===== config.mk =====
export PLATFORM = sky130hd
export DESIGN_NAME = input_skew_buffer_flat
export DESIGN_NICKNAME = d
export VERILOG_FILES = /design/src/rtl/isb_pkg.sv /design/src/rtl/input_skew_buffer_if.sv /design/src/rtl/isb_lane_fifo.sv /design/src/rtl/input_skew_buffer.sv /design/src/flat_wrapper.sv
export SDC_FILE = /design/constraint.sdc
export NUM_CORES = 1
export LEC_CHECK = 0
export ABC_CLOCK_PERIOD_IN_PS = 9200
export BUFFER_PORTS_ARGS = -buffer_cell sky130_fd_sc_hd__buf_2
export CAP_MARGIN = 30
export CORE_MARGIN = 5
export CORE_UTILIZATION = 60
export CTS_CLUSTER_DIAMETER = 100
export CTS_CLUSTER_SIZE = 16
export DETAILED_ROUTE_END_ITERATION = 10
export MAX_ROUTING_LAYER = met4
export PLACE_DENSITY = 0.83
export SYNTH_ARGS = -nofsm -noshare
export SYNTH_HDL_FRONTEND = slang
export SYNTH_SLANG_ARGS = --single-unit
export TNS_END_PERCENT = 30

===== constraint.sdc =====
create_clock -name i_clk -period 9.2 [get_ports i_clk]
set_input_delay 0.92 -clock i_clk [delete_from_list [all_inputs] [get_ports i_clk]]
set_output_delay 0.92 -clock i_clk [all_outputs]
set_load 0.01 [all_outputs]

===== src/rtl/isb_pkg.sv =====
// Shared types and constants for the input skew buffer.
package isb_pkg;

  typedef enum logic [1:0] {
    IDLE   = 2'd0,
    STREAM = 2'd1,
    DRAIN  = 2'd2
  } state_t;

  // Free slots every lane must keep before the router is granted another element
  localparam int unsigned MIN_FREE_SLOTS = 2;

endpackage


===== src/rtl/input_skew_buffer_if.sv =====
// Router-side and array-side signal bundle of the input skew buffer.
interface input_skew_buffer_if #(
  parameter int unsigned ROW_COUNT  = 4,
  parameter int unsigned DATA_WIDTH = 8
);

  logic                                 i_en;
  logic                                 i_reg_clear;
  logic [ROW_COUNT-1:0][DATA_WIDTH-1:0] i_data;
  logic [ROW_COUNT-1:0]                 i_data_valid;
  logic                                 i_flush;
  logic                                 i_stall;
  logic                                 o_pop_en;
  logic [ROW_COUNT-1:0][DATA_WIDTH-1:0] o_data;
  logic [ROW_COUNT-1:0]                 o_data_valid;
  logic                                 o_empty;
  logic                                 o_drain_done;
  logic                                 o_overflow;

  modport master (
    output i_en, i_reg_clear, i_data, i_data_valid, i_flush, i_stall,
    input  o_pop_en, o_data, o_data_valid, o_empty, o_drain_done, o_overflow
  );

  modport slave (
    input  i_en, i_reg_clear, i_data, i_data_valid, i_flush, i_stall,
    output o_pop_en, o_data, o_data_valid, o_empty, o_drain_done, o_overflow
  );

endinterface


===== src/rtl/isb_lane_fifo.sv =====
// Single-lane FIFO of the skew buffer; reports emptiness, credit room and dropped writes.
module isb_lane_fifo
  import isb_pkg::*;
#(
  parameter int unsigned DEPTH = 8,
  parameter int unsigned WIDTH = 8
) (
  input  logic             clk,
  input  logic             rst,
  input  logic             clear,
  input  logic             wr,
  input  logic [WIDTH-1:0] wr_data,
  input  logic             rd,
  output logic [WIDTH-1:0] rd_data,
  output logic             empty,
  output logic             has_room,
  output logic             drop
);

  localparam int unsigned AW = $clog2(DEPTH);
  localparam int unsigned CW = AW + 1;

  logic [AW-1:0]    wr_ptr;
  logic [AW-1:0]    rd_ptr;
  logic [CW-1:0]    cnt;
  logic [WIDTH-1:0] mem [DEPTH];
  logic             full;
  logic             do_rd;
  logic             do_wr;

  assign empty    = (cnt == '0);
  assign full     = (cnt == CW'(DEPTH));
  assign has_room = (cnt <= CW'(DEPTH - MIN_FREE_SLOTS));
  assign do_rd    = rd && !empty && !clear;
  // A pop in the same cycle frees the slot a write to a full lane needs
  assign do_wr    = wr && !clear && (!full || do_rd);
  assign drop     = wr && !clear && full && !do_rd;
  assign rd_data  = mem[rd_ptr];

  always_ff @(posedge clk or posedge rst) begin
    if (rst) begin
      wr_ptr <= '0;
      rd_ptr <= '0;
      cnt    <= '0;
    end else if (clear) begin
      wr_ptr <= '0;
      rd_ptr <= '0;
      cnt    <= '0;
    end else begin
      if (do_wr) wr_ptr <= wr_ptr + AW'(1);
      if (do_rd) rd_ptr <= rd_ptr + AW'(1);
      if (do_wr && !do_rd)      cnt <= cnt + CW'(1);
      else if (do_rd && !do_wr) cnt <= cnt - CW'(1);
    end
  end

  always_ff @(posedge clk) begin
    if (do_wr) mem[wr_ptr] <= wr_data;
  end

endmodule


===== src/rtl/input_skew_buffer.sv =====
// Per-lane FIFOs feeding a triangular skew pipeline into the PE array rows.
// Define INPUT_SKEW_OVF_CHECK_EN to enable the sticky overflow flag.
module input_skew_buffer
  import isb_pkg::*;
#(
  parameter int unsigned ROW_COUNT  = 4,
  parameter int unsigned DATA_WIDTH = 8,
  parameter int unsigned FIFO_DEPTH = 8
) (
  input logic                i_clk,
  input logic                i_rst,
  input_skew_buffer_if.slave bus
);

  state_t state_q;
  state_t state_d;

  logic [ROW_COUNT-1:0]                 lane_empty;
  logic [ROW_COUNT-1:0]                 lane_room;
  logic [ROW_COUNT-1:0]                 lane_drop;
  logic [ROW_COUNT-1:0]                 lane_rd;
  logic [ROW_COUNT-1:0][DATA_WIDTH-1:0] lane_q;
  wire  [ROW_COUNT-1:0]                 stage_busy;
  wire  [ROW_COUNT-1:0]                 out_vld;
  wire  [ROW_COUNT-1:0][DATA_WIDTH-1:0] out_dat;

  logic shift;
  logic fifos_empty;
  logic all_empty;
  logic drain_done_c;

  assign shift       = bus.i_en && !bus.i_stall;
  assign fifos_empty = &lane_empty;
  assign all_empty   = fifos_empty && !(|stage_busy);

  // Wavefront pops need every lane populated; drain pops whatever is left
  always_comb begin
    lane_rd = '0;
    if (shift) begin
      if (state_q == DRAIN) lane_rd = ~lane_empty;
      else if (!(|lane_empty)) lane_rd = '1;
    end
  end

  always_ff @(posedge i_clk or posedge i_rst) begin
    if (i_rst)                state_q <= IDLE;
    else if (bus.i_reg_clear) state_q <= IDLE;
    else                      state_q <= state_d;
  end

  always_comb begin
    state_d      = state_q;
    drain_done_c = 1'b0;
    case (state_q)
      IDLE: begin
        if (bus.i_flush)                     state_d = DRAIN;
        else if (!fifos_empty && bus.i_en)   state_d = STREAM;
      end
      STREAM: begin
        if (bus.i_flush)    state_d = DRAIN;
        else if (all_empty) state_d = IDLE;
      end
      DRAIN: begin
        if (all_empty) begin
          state_d      = IDLE;
          drain_done_c = 1'b1;
        end
      end
      default: state_d = IDLE;
    endcase
  end

  for (genvar r = 0; r < ROW_COUNT; r++) begin : g_lane
    logic [r:0]                 vld;
    logic [r:0][DATA_WIDTH-1:0] dat;

    isb_lane_fifo #(
      .DEPTH (FIFO_DEPTH),
      .WIDTH (DATA_WIDTH)
    ) u_fifo (
      .clk      (i_clk),
      .rst      (i_rst),
      .clear    (bus.i_reg_clear),
      .wr       (bus.i_data_valid[r]),
      .wr_data  (bus.i_data[r]),
      .rd       (lane_rd[r]),
      .rd_data  (lane_q[r]),
      .empty    (lane_empty[r]),
      .has_room (lane_room[r]),
      .drop     (lane_drop[r])
    );

    // Lane r sees r+1 stages, so row r lags row 0 by r cycles
    always_ff @(posedge i_clk or posedge i_rst) begin
      if (i_rst) begin
        vld <= '0;
        dat <= '0;
      end else if (bus.i_reg_clear) begin
        vld <= '0;
        dat <= '0;
      end else if (shift) begin
        vld[0] <= lane_rd[r];
        dat[0] <= lane_rd[r] ? lane_q[r] : '0;
        for (int s = int'(r); s > 0; s--) begin
          vld[s] <= vld[s-1];
          dat[s] <= dat[s-1];
        end
      end
    end

    assign stage_busy[r] = |vld;
    assign out_vld[r]    = vld[r];
    assign out_dat[r]    = dat[r];
  end

`ifdef INPUT_SKEW_OVF_CHECK_EN
  logic ovf_q;

  always_ff @(posedge i_clk or posedge i_rst) begin
    if (i_rst)                ovf_q <= 1'b0;
    else if (bus.i_reg_clear) ovf_q <= 1'b0;
    else if (|lane_drop)      ovf_q <= 1'b1;
  end

  assign bus.o_overflow = ovf_q;
`else
  logic unused_drop;
  assign unused_drop    = ^lane_drop;
  assign bus.o_overflow = 1'b0;
`endif

  assign bus.o_pop_en     = bus.i_en && (&lane_room) && !i_rst && !bus.i_reg_clear;
  assign bus.o_data       = out_dat;
  assign bus.o_data_valid = out_vld;
  assign bus.o_empty      = all_empty;
  assign bus.o_drain_done = drain_done_c && !bus.i_reg_clear && !i_rst;

endmodule


===== src/flat_wrapper.sv =====
// flat-port wrapper written by rule: the top's interface ports become plain ports
module input_skew_buffer_flat import isb_pkg::*;
#(
  parameter int unsigned ROW_COUNT  = 4,
  parameter int unsigned DATA_WIDTH = 8,
  parameter int unsigned FIFO_DEPTH = 8
)
  (i_clk, i_rst, bus_i_en, bus_i_reg_clear, bus_i_data, bus_i_data_valid, bus_i_flush, bus_i_stall, bus_o_pop_en, bus_o_data, bus_o_data_valid, bus_o_empty, bus_o_drain_done, bus_o_overflow);
  input_skew_buffer_if #(.ROW_COUNT(ROW_COUNT), .DATA_WIDTH(DATA_WIDTH)) bus_i ();
  input logic i_clk;
  input logic i_rst;
  input wire logic [$bits(bus_i.i_en)-1:0] bus_i_en;
  input wire logic [$bits(bus_i.i_reg_clear)-1:0] bus_i_reg_clear;
  input wire logic [$bits(bus_i.i_data)-1:0] bus_i_data;
  input wire logic [$bits(bus_i.i_data_valid)-1:0] bus_i_data_valid;
  input wire logic [$bits(bus_i.i_flush)-1:0] bus_i_flush;
  input wire logic [$bits(bus_i.i_stall)-1:0] bus_i_stall;
  output wire logic [$bits(bus_i.o_pop_en)-1:0] bus_o_pop_en;
  output wire logic [$bits(bus_i.o_data)-1:0] bus_o_data;
  output wire logic [$bits(bus_i.o_data_valid)-1:0] bus_o_data_valid;
  output wire logic [$bits(bus_i.o_empty)-1:0] bus_o_empty;
  output wire logic [$bits(bus_i.o_drain_done)-1:0] bus_o_drain_done;
  output wire logic [$bits(bus_i.o_overflow)-1:0] bus_o_overflow;
  assign bus_i.i_en = bus_i_en;
  assign bus_i.i_reg_clear = bus_i_reg_clear;
  assign bus_i.i_data = bus_i_data;
  assign bus_i.i_data_valid = bus_i_data_valid;
  assign bus_i.i_flush = bus_i_flush;
  assign bus_i.i_stall = bus_i_stall;
  assign bus_o_pop_en = bus_i.o_pop_en;
  assign bus_o_data = bus_i.o_data;
  assign bus_o_data_valid = bus_i.o_data_valid;
  assign bus_o_empty = bus_i.o_empty;
  assign bus_o_drain_done = bus_i.o_drain_done;
  assign bus_o_overflow = bus_i.o_overflow;
  input_skew_buffer #(.ROW_COUNT(ROW_COUNT), .DATA_WIDTH(DATA_WIDTH), .FIFO_DEPTH(FIFO_DEPTH)) u_core (.i_clk(i_clk), .i_rst(i_rst), .bus(bus_i));
endmodule

Word-level counts from Yosys, hierarchy flattened. Memories as Yosys holds them, arrays and structs flattened. Index checks and enable logic that the tools add are counted. Widths: inputs -> output; s select.

Flip-flop bits (word level): 132. RAM bits: 256. Bits of input ports: 42. Output and inout bits: 40. Logic and storage cells: 205. Memories kept: 4.

Memory list: u_core.g_lane[0].u_fifo.mem (depth 8, bits a word 8, read ports 1, clocked after memory_dff 0, wr ports 1, RTL line isb_lane_fifo.sv:26) `logic [WIDTH-1:0] mem [DEPTH];`; u_core.g_lane[1].u_fifo.mem (depth 8, bits a word 8, read ports 1, clocked after memory_dff 0, wr ports 1, RTL line isb_lane_fifo.sv:26); u_core.g_lane[2].u_fifo.mem (depth 8, bits a word 8, read ports 1, clocked after memory_dff 0, wr ports 1, RTL line isb_lane_fifo.sv:26); u_core.g_lane[3].u_fifo.mem (depth 8, bits a word 8, read ports 1, clocked after memory_dff 0, wr ports 1, RTL line isb_lane_fifo.sv:26).

Add/subtract/negate cells: 16. $lt $le $gt $ge: 4. Eq/ne operators: 7. Muxes and demuxes: 67. Bitwise logic cells: 1. Reduce and logical (&&, ||, !) cells: 79.

Operators by type and width (count): $mux 4 (17); $mux 32 (2); $mux 3 (18); $mux 24 (2); $mux 8 (6); $logic_and 1x1->1 (32); $mux 16 (2); $add 3x1->3 const B (8); $logic_not 1->1 (21); $reduce_bool 2->1 (9); $add 4x1->4 const B (4); $eq 4x4->1 const B (4); $le 4x3->1 const B (4); $logic_not 4->1 (4); $sub 4x1->4 const B (4); $mux 2 (7); $mux 1 (12); $reduce_bool 3->1 (4); $reduce_or 10->1 (1); $reduce_and 4->1 (2); $pmux 2 s3 (1); $logic_or 1x1->1 (4); $ne 4x3->1 const B (1); $not 4->4 (1); 4 further kinds (4).

Longest topological paths before layout. Gate-level depths: netlist of run 1.

Depth in word-level cells: 14. Mapped depth: 11.

By module. A second synthesis of run 1 with hierarchy kept.

Cells, all modules: 1177. Area, all modules: 17352.9 µm².

Modules (own cells, without submodules): isb_lane_fifo (instances 4, cells an instance 180, area an instance 3208.1 µm², sequential area each 2172.1 µm²); input_skew_buffer (instances 1, cells an instance 457, area an instance 4520.6 µm², sequential area each 2302.2 µm²).

Least setup slack after synthesis of run 1. No wires, ideal clock.

Path kind: input -> register. Start point: in bus_i_stall. End point: reg u_core.g_lane[1].u_fifo.cnt[3]. Library setup time: 82 ps. Arrival: 3201 ps. Required time: 9118 ps. Setup slack: 5917 ps. Stages: 11. Cells stage by stage: nand2b_1 -> buf_2 -> o41ai_4 -> o21ai_2 -> nand2_1 -> ha_1 -> a211oi_1 -> nor2_1 -> or4_1 -> a21o_1 -> a31oi_1.

Word-level cells in the longest chain between the ends: 10. Elaborated cells between the ends (all ways): 14.

RTL lines: from (decl) (RTL line flat_wrapper.sv:17) `input wire logic [$bits(bus_i.i_stall)-1:0] bus_i_stall;`; $logic_not 1->1 * (RTL line input_skew_buffer.sv:32) `assign shift = bus.i_en && !bus.i_stall;`; $logic_and 1x1->1 * (RTL line input_skew_buffer.sv:32); $mux 4 * (RTL line input_skew_buffer.sv:39) `if (shift) begin`; $logic_and 1x1->1 * (2 in a row) (RTL line isb_lane_fifo.sv:34) `assign do_rd = rd && !empty && !clear;`; $logic_or 1x1->1 (RTL line isb_lane_fifo.sv:36) `assign do_wr = wr && !clear && (!full || do_rd);`; $logic_and 1x1->1 (RTL line isb_lane_fifo.sv:36); $logic_and 1x1->1 or $logic_not 1->1 (tied branches) (RTL line isb_lane_fifo.sv:52, isb_lane_fifo.sv:53); $mux 4 or $logic_and 1x1->1 (tied branches) (RTL line isb_lane_fifo.sv:52, isb_lane_fifo.sv:53); $mux 4 or $reduce_bool 3->1 (tied branches); to (signal assigned) (RTL line isb_lane_fifo.sv:52) `if (do_wr && !do_rd) cnt <= cnt + CW'(1);`; to (signal assigned) (RTL line isb_lane_fifo.sv:53) `else if (do_rd && !do_wr) cnt <= cnt - CW'(1);`; to (decl) (RTL line isb_lane_fifo.sv:25) `logic [CW-1:0] cnt;`.

Every way passes the cells marked *; elsewhere a longest branch is shown, timed or not. A chain may end at the register's enable or synchronous reset.

Worst setup path after layout of run 1.
Start point: reg u_core.g_lane[2].u_fifo.cnt[0]. End point: out bus_o_drain_done.

Word-level cells in the longest chain between the ends: 7.

RTL lines: from (decl) (RTL line isb_lane_fifo.sv:25); from (signal assigned) (RTL line isb_lane_fifo.sv:52); from (signal assigned) (RTL line isb_lane_fifo.sv:53); $logic_not 4->1 (RTL line isb_lane_fifo.sv:31) `assign empty = (cnt == '0);`; $reduce_and 4->1 (RTL line input_skew_buffer.sv:33) `assign fifos_empty = &lane_empty;`; $logic_and 1x1->1 (RTL line input_skew_buffer.sv:34) `assign all_empty = fifos_empty && !(|stage_busy);`; $mux 1 (RTL line input_skew_buffer.sv:64) `if (all_empty) begin`; $mux 1 (RTL line input_skew_buffer.sv:54) `case (state_q)`; $logic_and 1x1->1 (2 in a row) (RTL line input_skew_buffer.sv:136) `assign bus.o_drain_done = drain_done_c && !bus.i_reg_clear && !i_rst;`; to (decl) (RTL line flat_wrapper.sv:22) `output wire logic [$bits(bus_i.o_drain_done)-1:0] bus_o_drain_done;`.

Every way passes these cells.

==> results of run 1 <==
## stage by stage
| stage | power (mW) | worst slack (ns) | utilization (%) |
|---|---|---|---|
| after floorplan | 2.62 | 4.75 | - |
| after global placement | 2.77 | 5.17 | 62.6 |
| after detailed placement | 2.81 | 5.05 | 63.0 |
| after CTS | 3.96 | 5.21 | 66.1 |
| after global routing | 4.13 | 4.97 | 66.2 |
| final | 3.95 | 5.13 | 66.2 |
## where the power goes
group | internal, mW | switching [mW]
clock | 0.594 | 0.566
combinational | 0.322 | 0.419
sequential | 1.95 | 0.0985
total | 2.87 | 1.08
## cell usage after synthesis (3+ instances only)
cell type / number
edfxtp_1: 256
nand2_1: 138
dfrtp_1: 132
nor2_1: 90
a21oi_1: 66
mux4_2: 64
buf_4: 29
mux2_2: 29
a22oi_1: 26
clkbuf_1: 25
buf_1: 24
inv_1: 20
ha_1: 16
nor3_1: 15
nand3_1: 14
nand2b_1: 13
xor2_1: 12
mux2i_1: 11
o21ai_0: 11
buf_2: 10
or3_1: 8
a21o_1: 6
nor2b_1: 6
nor4_1: 6
o211ai_1: 6
xnor2_1: 6
or4_4: 5
a31oi_1: 4
fa_1: 4
nand3b_1: 4
nor4_2: 4
o21ai_1: 4
and3_1: 3
nand4_1: 3
o31ai_1: 3
o32ai_1: 3
or4_1: 3
## worst max-delay path by stage
stage / from / endpoint / slack (ns) / cells past startpoint
after detailed placement: bus_i_stall / u_core.g_lane[0].u_fifo.cnt[3] / 5.05 / 11
after global placement: bus_i_stall / u_core.g_lane[1].u_fifo.cnt[3] / 5.17 / 11
after CTS: u_core.g_lane[0].u_fifo.cnt[1] / bus_o_drain_done / 5.21 / 5
after floorplan: i_rst / u_core.bus.o_data[10] / 4.75 / 1
final: u_core.g_lane[2].u_fifo.cnt[0] / bus_o_drain_done / 5.13 / 5
after global routing: u_core.g_lane[0].u_fifo.cnt[1] / bus_o_drain_done / 4.97 / 5
## cell families after synthesis
family,synth area share [%]
AO/OA/AOI/OAI,6.13
XOR/XNOR,0.960
adder cells (fa/ha/maj),1.71
buffers and inverters,3.21
flip-flops,66.9
multiplexers,11.8
other,0.0228
AND/OR/NAND/NOR,9.25
## critical path, delay by kind of cell (launching register included)
family                 cells  cell delay (ns)
buffers and inverters      1             0.25
AND/OR/NAND/NOR            4             1.87
flip-flops                 1             0.46
## layer usage
layer,vias up,global-route usage [%]
met2,274,35.0
met1,4757,30.6
met5,-,-
met4,0,5.00
li1,4223,-
met3,51,2.88
## registers in the layout, summed over array words and instances (netlist names)
register / count
u_core.g_lane.u_fifo.mem: 256
u_core.g_lane.dat: 56
u_core.bus.o_data: 24
u_core.g_lane.u_fifo.cnt: 16
u_core.g_lane.u_fifo.rd_ptr: 12
u_core.g_lane.u_fifo.wr_ptr: 12
u_core.g_lane.vld: 10
u_core.state_q: 2
## cell type report
class                   instances  area (um^2)
clock inverters                 1         16.3
multi-input cells             623         4910
well taps                     341          427
fillers                      1770         9100
flip-flops and latches        388        11000
diodes                          3         7.51
repair buffers                 98          603
clock buffers                  51          808
inverters                      20         80.1
==> results by group, run 1 <==
Worst hold path
  • Worst hold path class: primary input to async pin

Finish
  • Area delta synth->final: 8.67%
  • Layout cell share with drive strength beyond 1: 21.3%
  • Design Area, Final: 0.0178 mm^2
  • Commonest non-fill, non-tap cell in the layout: edfxtp_1
  • Non-Filler Instances: 1525
  • Most frequent cells in the layout: 256 x edfxtp_1, 138 x nand2_1, 132 x dfrtp_1, 90 x nor2_1, 80 x buf_2
  • Nets: 1221

STA
  • RSZ-0062 raised after global routing: no
  • Max Fclk: 246 MHz
  • Pins Over Slew Limit: 0
  • Endpoints failing setup: 0
  • Setup TNS: 0 ns
  • Min Hold Slack: 0.453 ns
  • Final Hold Fails: 0
  • Clock skew: 0.0224 ns
  • Worst-margin pin slew: 1.00 ns
  • Final worst path period need: 4.07 ns
  • Period utilisation layout: 44.2%
  • Slew HR: 32.6%

CTS
  • Cts hold-fix bufs: 0
  • Clk sinks: 388
  • Clock-pin slew on the worst setup and hold paths: 0.07 ns
  • CTS tree: yes
  • Root buf cell: clkbuf_16
  • CTS HTree Levels: 1
  • Later-pin clock latency in the skew report: 0.56 ns
  • CTS buffer count: 28
  • Cts repair resizes: 0
  • Longest Clk Path Bufs: 3
  • Post-CTS Setup Repair Bufs: 0

Placement
  • Post-DP Area: 0.0170 mm^2
  • HPWL Detailed: 20500 um
  • IO Port Bufs: 80
  • Dpl cells: 1468
  • Routability Congestion: 0.832

Die
  • Initial core utilization: 60.9%
  • Core Region: 0.0270 mm^2
  • Die area: 0.0308 mm^2
  • Die Y: 175 um
  • I/O pins: 82
  • Core Rows: 60
  • Die width: 175 um

Yosys
  • Netlist cell types: 67
  • Seq/Total Area, Yosys: 66.9%
  • Top FF cell, synth: edfxtp_1
  • Cells after Synth: 1119
  • Dominant cells by area after synthesis: edfxtp_1 47%, dfrtp_1 20%, mux4_2 8.8%
  • Ys Warns: 0
  • Post-synthesis net count: 1181
  • Yosys top cell by area: edfxtp_1
  • Syn Area/Cell: 14.7 um^2
  • Share of the synthesized area in the top cell type: 46.8%
  • Async SR Flop Fraction: 34.0%
  • Synthesis-stage register bit count: 388
  • EDFF count, synth: 256
  • Post-synthesis cell area: 0.0164 mm^2

Route
  • Detailed Routing Iterations Pass 1: 6
  • Metal1 wirelength: 13800 um
  • Iteration-0 DRC Markers: 1035
  • Via density: 6.10
  • Via count: 9305
  • Avg WL per Cell: 21.1 um
  • # DRC: 0
  • Max Used Layer: met4
  • Detail Route met3 WL: 1540 um
  • Drt total wl: 32200 um
  • Met2 WL post-DR: 16200 um
  • Routed Antenna Nets: 0

Critical path
  • FF-to-FF Start: u_core.g_lane[0].u_fifo.cnt[1]
  • R2R Setup Slk: 5.73 ns
  • Crit start category: flip-flop
  • CP peak stage delay: 0.67 ns
  • Critical-path top delay cell: nor4_2
  • Crit path DAT: 3.15 ns
  • Crit Path Max Fanout: 7
  • Critical-path cell list: nor4_2 -> nand4_1 -> nand4b_1 -> nor4_1 -> buf_2
  • CP required: 8.28 ns
  • Reg-to-Reg End: u_core.g_lane[2].u_fifo.cnt[3]
  • Reg2reg path depth: 10
  • Worst setup EP type: output pin
  • Setup CP Type: flip-flop to output pin

Global route
  • All-Layer GR Usage: 21.8%
  • Largest net degree at the start of global routing: 92
  • First-pass GRT wire length: 51900 um
  • Vias in the first global route: 9381
  • Global route overflow: 0
  • Initial antenna violation count: 3

Outcome
  • Status: complete, no violations

Pwr
  • VDD IR max: 0.126 mV
  • PD cells: 221 mW/mm^2
  • Leak pwr: 6.44 nW

Run
  • Max cap viols: 0
Power figures use the tool's default switching activity.
==> inputs of run 2 (changes only) <==
--- a/config.mk
+++ b/config.mk
@@ -5,7 +5,8 @@
 export SDC_FILE = /design/constraint.sdc
 export NUM_CORES = 1
 export LEC_CHECK = 0
-export ABC_CLOCK_PERIOD_IN_PS = 9200
+export ABC_AREA = 1
+export ABC_CLOCK_PERIOD_IN_PS = 4050
 export BUFFER_PORTS_ARGS = -buffer_cell sky130_fd_sc_hd__buf_2
 export CAP_MARGIN = 30
 export CORE_MARGIN = 5
==> constraint.sdc (replaced) <==
create_clock -name i_clk -period 4.05 [get_ports i_clk]
set_input_delay 0.405 -clock i_clk [delete_from_list [all_inputs] [get_ports i_clk]]
set_output_delay 0.405 -clock i_clk [all_outputs]
set_load 0.01 [all_outputs]
==> run 2 against run 1 <==
- total power grew 110%
- register-to-register slack worse by 4.4 ns
- utilization fell by 0.73 points
- sequential power grew 120%
- non-clock buffer count down 7
- clock power rose by 130%
- worst hold slack got worse by 0.33 ns
- critical path depth increased by 9
- critical path type is now flip-flop to flip-flop
- largest power group unchanged
==> results by group, run 2 <==
Critical path
  • Crit start category: flip-flop (unchanged)
  • CP required: 4.50 ns (was 8.28 ns)
  • R2R Setup Slk: 1.32 ns (was 5.73 ns)
  • CP top delay family: simple AND/OR/NAND/NOR gates (unchanged)
  • Reg2reg path depth: 14 (was 10)
  • Critical-path cell list: nand2_1 -> inv_1 -> a21oi_1 -> nand3_2 -> nand3_1 -> ha_1 -> a21oi_1 -> nand3_1 -> nand2_1 -> inv_1 -> nand4_1 -> nand2_1 -> nand2_1 -> nand2_1 (was nor4_2 -> nand4_1 -> nand4b_1 -> nor4_1 -> buf_2)
  • Reg-to-Reg End: u_core.g_lane[0].u_fifo.cnt[3] (was u_core.g_lane[2].u_fifo.cnt[3])
  • CP peak stage delay: 0.43 ns (was 0.67 ns)
  • Critical-path top delay cell: dfrtp_1 (was nor4_2)
  • CP Buf/Inv Count: 2 (was 1)
  • Crit Path Max Fanout: 13 (was 7)
  • FF-to-FF Start: u_core.state_q[1] (was u_core.g_lane[0].u_fifo.cnt[1])
  • Worst setup EP type: flip-flop (was output pin)
  • Crit path DAT: 3.18 ns (was 3.15 ns)
  • Setup CP Type: flip-flop to flip-flop (was flip-flop to output pin)
  • Cell mode on critical path: nand2_1

CTS
  • Clk sinks: 388 (unchanged)
  • Cts repair resizes: 0 (unchanged)
  • Longest Clk Path Bufs: 3 (unchanged)
  • CTS buffer count: 28 (unchanged)
  • Later-pin clock latency in the skew report: 0.55 ns (was 0.56 ns)
  • CTS tree: yes (unchanged)
  • CTS HTree Levels: 1 (unchanged)
  • Post-CTS Setup Repair Bufs: 0 (unchanged)
  • Root buf cell: clkbuf_16 (unchanged)
  • Clock-pin slew on the worst setup and hold paths: 0.07 ns (about the same)

Run
  • Max cap viols: 0 (unchanged)

Global route
  • Vias in the first global route: 10900 (was 9381)
  • First-pass GRT wire length: 55700 um (was 51900 um)
  • Initial antenna violation count: 1 (was 3)
  • All-Layer GR Usage: 22.9% (was 21.8%)
  • Global route overflow: 0 (unchanged)
  • Largest net degree at the start of global routing: 114 (was 92)

Yosys
  • Yosys top cell by area: edfxtp_1 (unchanged)
  • Netlist cell types: 40 (was 67)
  • Dominant cells by area after synthesis: edfxtp_1 47%, dfrtp_1 20%, nand2_1 6.6% (was edfxtp_1 47%, dfrtp_1 20%, mux4_2 8.8%)
  • EDFF count, synth: 256 (unchanged)
  • Top FF cell, synth: edfxtp_1 (unchanged)
  • Count leader, synth: nand2_1 (was edfxtp_1)
  • Syn Area/Cell: 11.3 um^2 (was 14.7 um^2)
  • Post-synthesis cell area: 0.0163 mm^2 (was 0.0164 mm^2)
  • Most frequent cells after synthesis: 287 x nand2_1, 256 x edfxtp_1, 132 x dfrtp_1, 132 x o21ai_0, 103 x nor2_1 (was 256 x edfxtp_1, 138 x nand2_1, 132 x dfrtp_1, 90 x nor2_1, 66 x a21oi_1)
  • Cells after Synth: 1443 (was 1119)
  • Post-synthesis net count: 1505 (was 1181)
  • Ys Warns: 0 (unchanged)
  • Share of the synthesized area in the top cell type: 47.1% (was 46.8%)
  • Synthesis-stage register bit count: 388 (unchanged)
  • Async SR Flop Fraction: 34.0% (unchanged)
  • Seq/Total Area, Yosys: 67.4% (was 66.9%)

Die
  • Core Rows: 60 (unchanged)
  • Die width: 175 um (about the same)
  • Initial core utilization: 60.7% (was 60.9%)
  • Die Y: 175 um (about the same)
  • Core Region: 0.0269 mm^2 (was 0.0270 mm^2)
  • Die area: 0.0306 mm^2 (was 0.0308 mm^2)
  • I/O pins: 82 (unchanged)

Pwr
  • Clock share of power: 32.1% (was 29.4%)
  • Sequential share of power: 55.1% (was 51.9%)
  • Leak pwr: 7.13 nW (was 6.44 nW)
  • Switching share of power: 25.9% (was 27.4%)
  • VDD IR max: 0.360 mV (was 0.126 mV)
  • Combinational share of power: 12.8% (was 18.8%)
  • Internal power: 6.06 mW (was 2.87 mW)
  • PD cells: 465 mW/mm^2 (was 221 mW/mm^2)
  • Sw power: 2.12 mW (was 1.08 mW)

STA
  • Slew HR: 30.8% (was 32.6%)
  • Worst-margin pin slew: 1.04 ns (was 1.00 ns)
  • Endpoints failing setup: 0 (unchanged)
  • Pins Over Slew Limit: 0 (unchanged)
  • Final Hold Fails: 0 (unchanged)
  • Max Fclk: 366 MHz
  • Clock skew: 0.0166 ns (was 0.0224 ns)
  • Setup TNS: 0 ns (unchanged)
  • Final worst path period need: 2.73 ns
  • Period utilisation layout: 67.4%
  • RSZ-0062 raised after global routing: no (unchanged)

Placement
  • Dpl cells: 1775 (was 1468)
  • Routability Congestion: 0.879 (was 0.832)
  • IO Port Bufs: 80 (unchanged)
  • HPWL Detailed: 21700 um (was 20500 um)

Finish
  • Non-Filler Instances: 1829 (was 1525)
  • Reg with most FFs: u_core.g_lane.u_fifo.mem (unchanged)
  • FF+latch area: 0.0110 mm^2 (unchanged)
  • Multi-input gate area: 0.00447 mm^2 (was 0.00491 mm^2)
  • Fillers: 1911 (was 1770)
  • Area delta synth->final: 7.91% (was 8.67%)
  • Commonest non-fill, non-tap cell in the layout: nand2_1 (was edfxtp_1)
  • Layout cell share with drive strength beyond 1: 10.2% (was 21.3%)
  • Max reg flops: 256 (unchanged)
  • Most frequent cells in the layout: 287 x nand2_1, 256 x edfxtp_1, 132 x o21ai_0, 132 x dfrtp_1, 102 x nor2_1 (was 256 x edfxtp_1, 138 x nand2_1, 132 x dfrtp_1, 90 x nor2_1, 80 x buf_2)
  • Nets: 1528 (was 1221)

Route
  • Routed Antenna Nets: 0 (unchanged)
  • Via density: 6.05 (was 6.10)
  • # DRC: 0 (unchanged)
  • Via count: 11100 (was 9305)
  • Detailed Routing Iterations Pass 1: 6 (unchanged)
  • Iteration-0 DRC Markers: 1276 (was 1035)
  • Avg WL per Cell: 19.0 um (was 21.1 um)
  • Drt total wl: 34700 um (was 32200 um)

Worst hold path
  • Worst hold path class: primary input to flip-flop (was primary input to async pin)
  • HP Start: bus_i_data[31]
  • Worst Hold Path Cells: 1
  • Hold path endpoint: u_core.g_lane[3].u_fifo.mem[7][7]

Outcome
  • Status: complete, no violations (unchanged)
[run 2: cell types whose count changed after synthesis, sizes merged, moves of 18 or more]
| cell | previous run | this run |
|---|---|---|
| nand2 | 138 | 300 |
| o21ai | 17 | 136 |
| inv | 20 | 95 |
| mux4 | 64 | 0 |
| nand3 | 14 | 76 |
| clkbuf | 25 | 64 |
| mux2 | 32 | 0 |
| buf | 63 | 34 |
| o221ai | 0 | 24 |
| a21oi | 67 | 85 |
| o31ai | 4 | 22 |
[run 2: routing by layer]
| layer | vias up | global-route usage (%) | share of wire [%] |
|---|---|---|---|
| met5 | - | - | 0 |
| met4 | 0 | 7.59 | 3.0 |
| met3 | 94 | 2.44 | 5.8 |
| met2 | 443 | 37.9 | 50 |
| met1 | 5453 | 30.2 | 41 |
| li1 | 5077 | - | - |
[run 2: worst max-delay path by stage]
stage	cells past startpoint	end	start	slack [ns]
floorplan	1	u_core.bus.o_data[10]	i_rst	0.12
global placement	16	u_core.g_lane[0].u_fifo.cnt[3]	bus_i_en	1.25
detailed placement	16	u_core.g_lane[0].u_fifo.cnt[3]	bus_i_en	1.13
CTS	14	u_core.g_lane[0].u_fifo.cnt[3]	u_core.state_q[1]	1.33
global route	15	u_core.g_lane[0].u_fifo.cnt[3]	u_core.state_q[1]	1.02
finish	14	u_core.g_lane[0].u_fifo.cnt[3]	u_core.state_q[1]	1.32
[run 2: cell families (layout without fill, tap and decap cells)]
logic type                 count (synthesis)  count (layout)  share of synthesized area (%)
and+or+nand+nor                          498             498                           12.7
DFF                                      388             388                           67.4
AOI/OAI and AO/OA                        320             320                           11.9
buffers and inverters                    199             243                           5.27
adders and majority gates                 20              20                           1.72
xor gates and xnor gates                  10              10                          0.537
muxes                                      7               7                          0.430
other                                      1               2                         0.0230
[run 2: power by group through the flow]
stage          Sequential (mW)  Combinational [mW]  Clock, mW
2_1_floorplan             4.56               0.742          0
3_3_place_gp              4.57               0.964          0
3_5_place_dp              4.58                1.02          0
4_1_cts                   4.50                1.03       2.66
5_1_grt                   4.52                1.17       2.82
6_report                  4.51                1.04       2.63
[run 2: layout make-up]
type,count,area share [%]
clock inverter,1,0.0924
tap,341,2.42
inverter,101,2.20
sequential,388,62.4
timing repair buffer,91,2.87
clock buffer,50,4.57
multi-input combinational,856,25.4
antenna,1,0.0142
[run 2: metrics by stage]
step	cell area [um^2]	power [mW]	util [%]	worst slack, ns	hold slack (ns)
floorplan	16300	5.30	-	0.119	0.443
global route	17600	8.51	65.5	1.02	0.120
detailed placement	16700	5.60	62.3	1.13	0.454
global placement	16700	5.54	62.3	1.25	0.450
finish	17600	8.18	65.5	1.32	0.121
CTS	17600	8.19	65.3	1.33	0.107
[run 2: what timing repair did]
action | in CTS | in global routing
hold endpoints to repair | 0 | 18
hold buffers | 0 | 1
endpoints found under the setup margin | 0 | 0
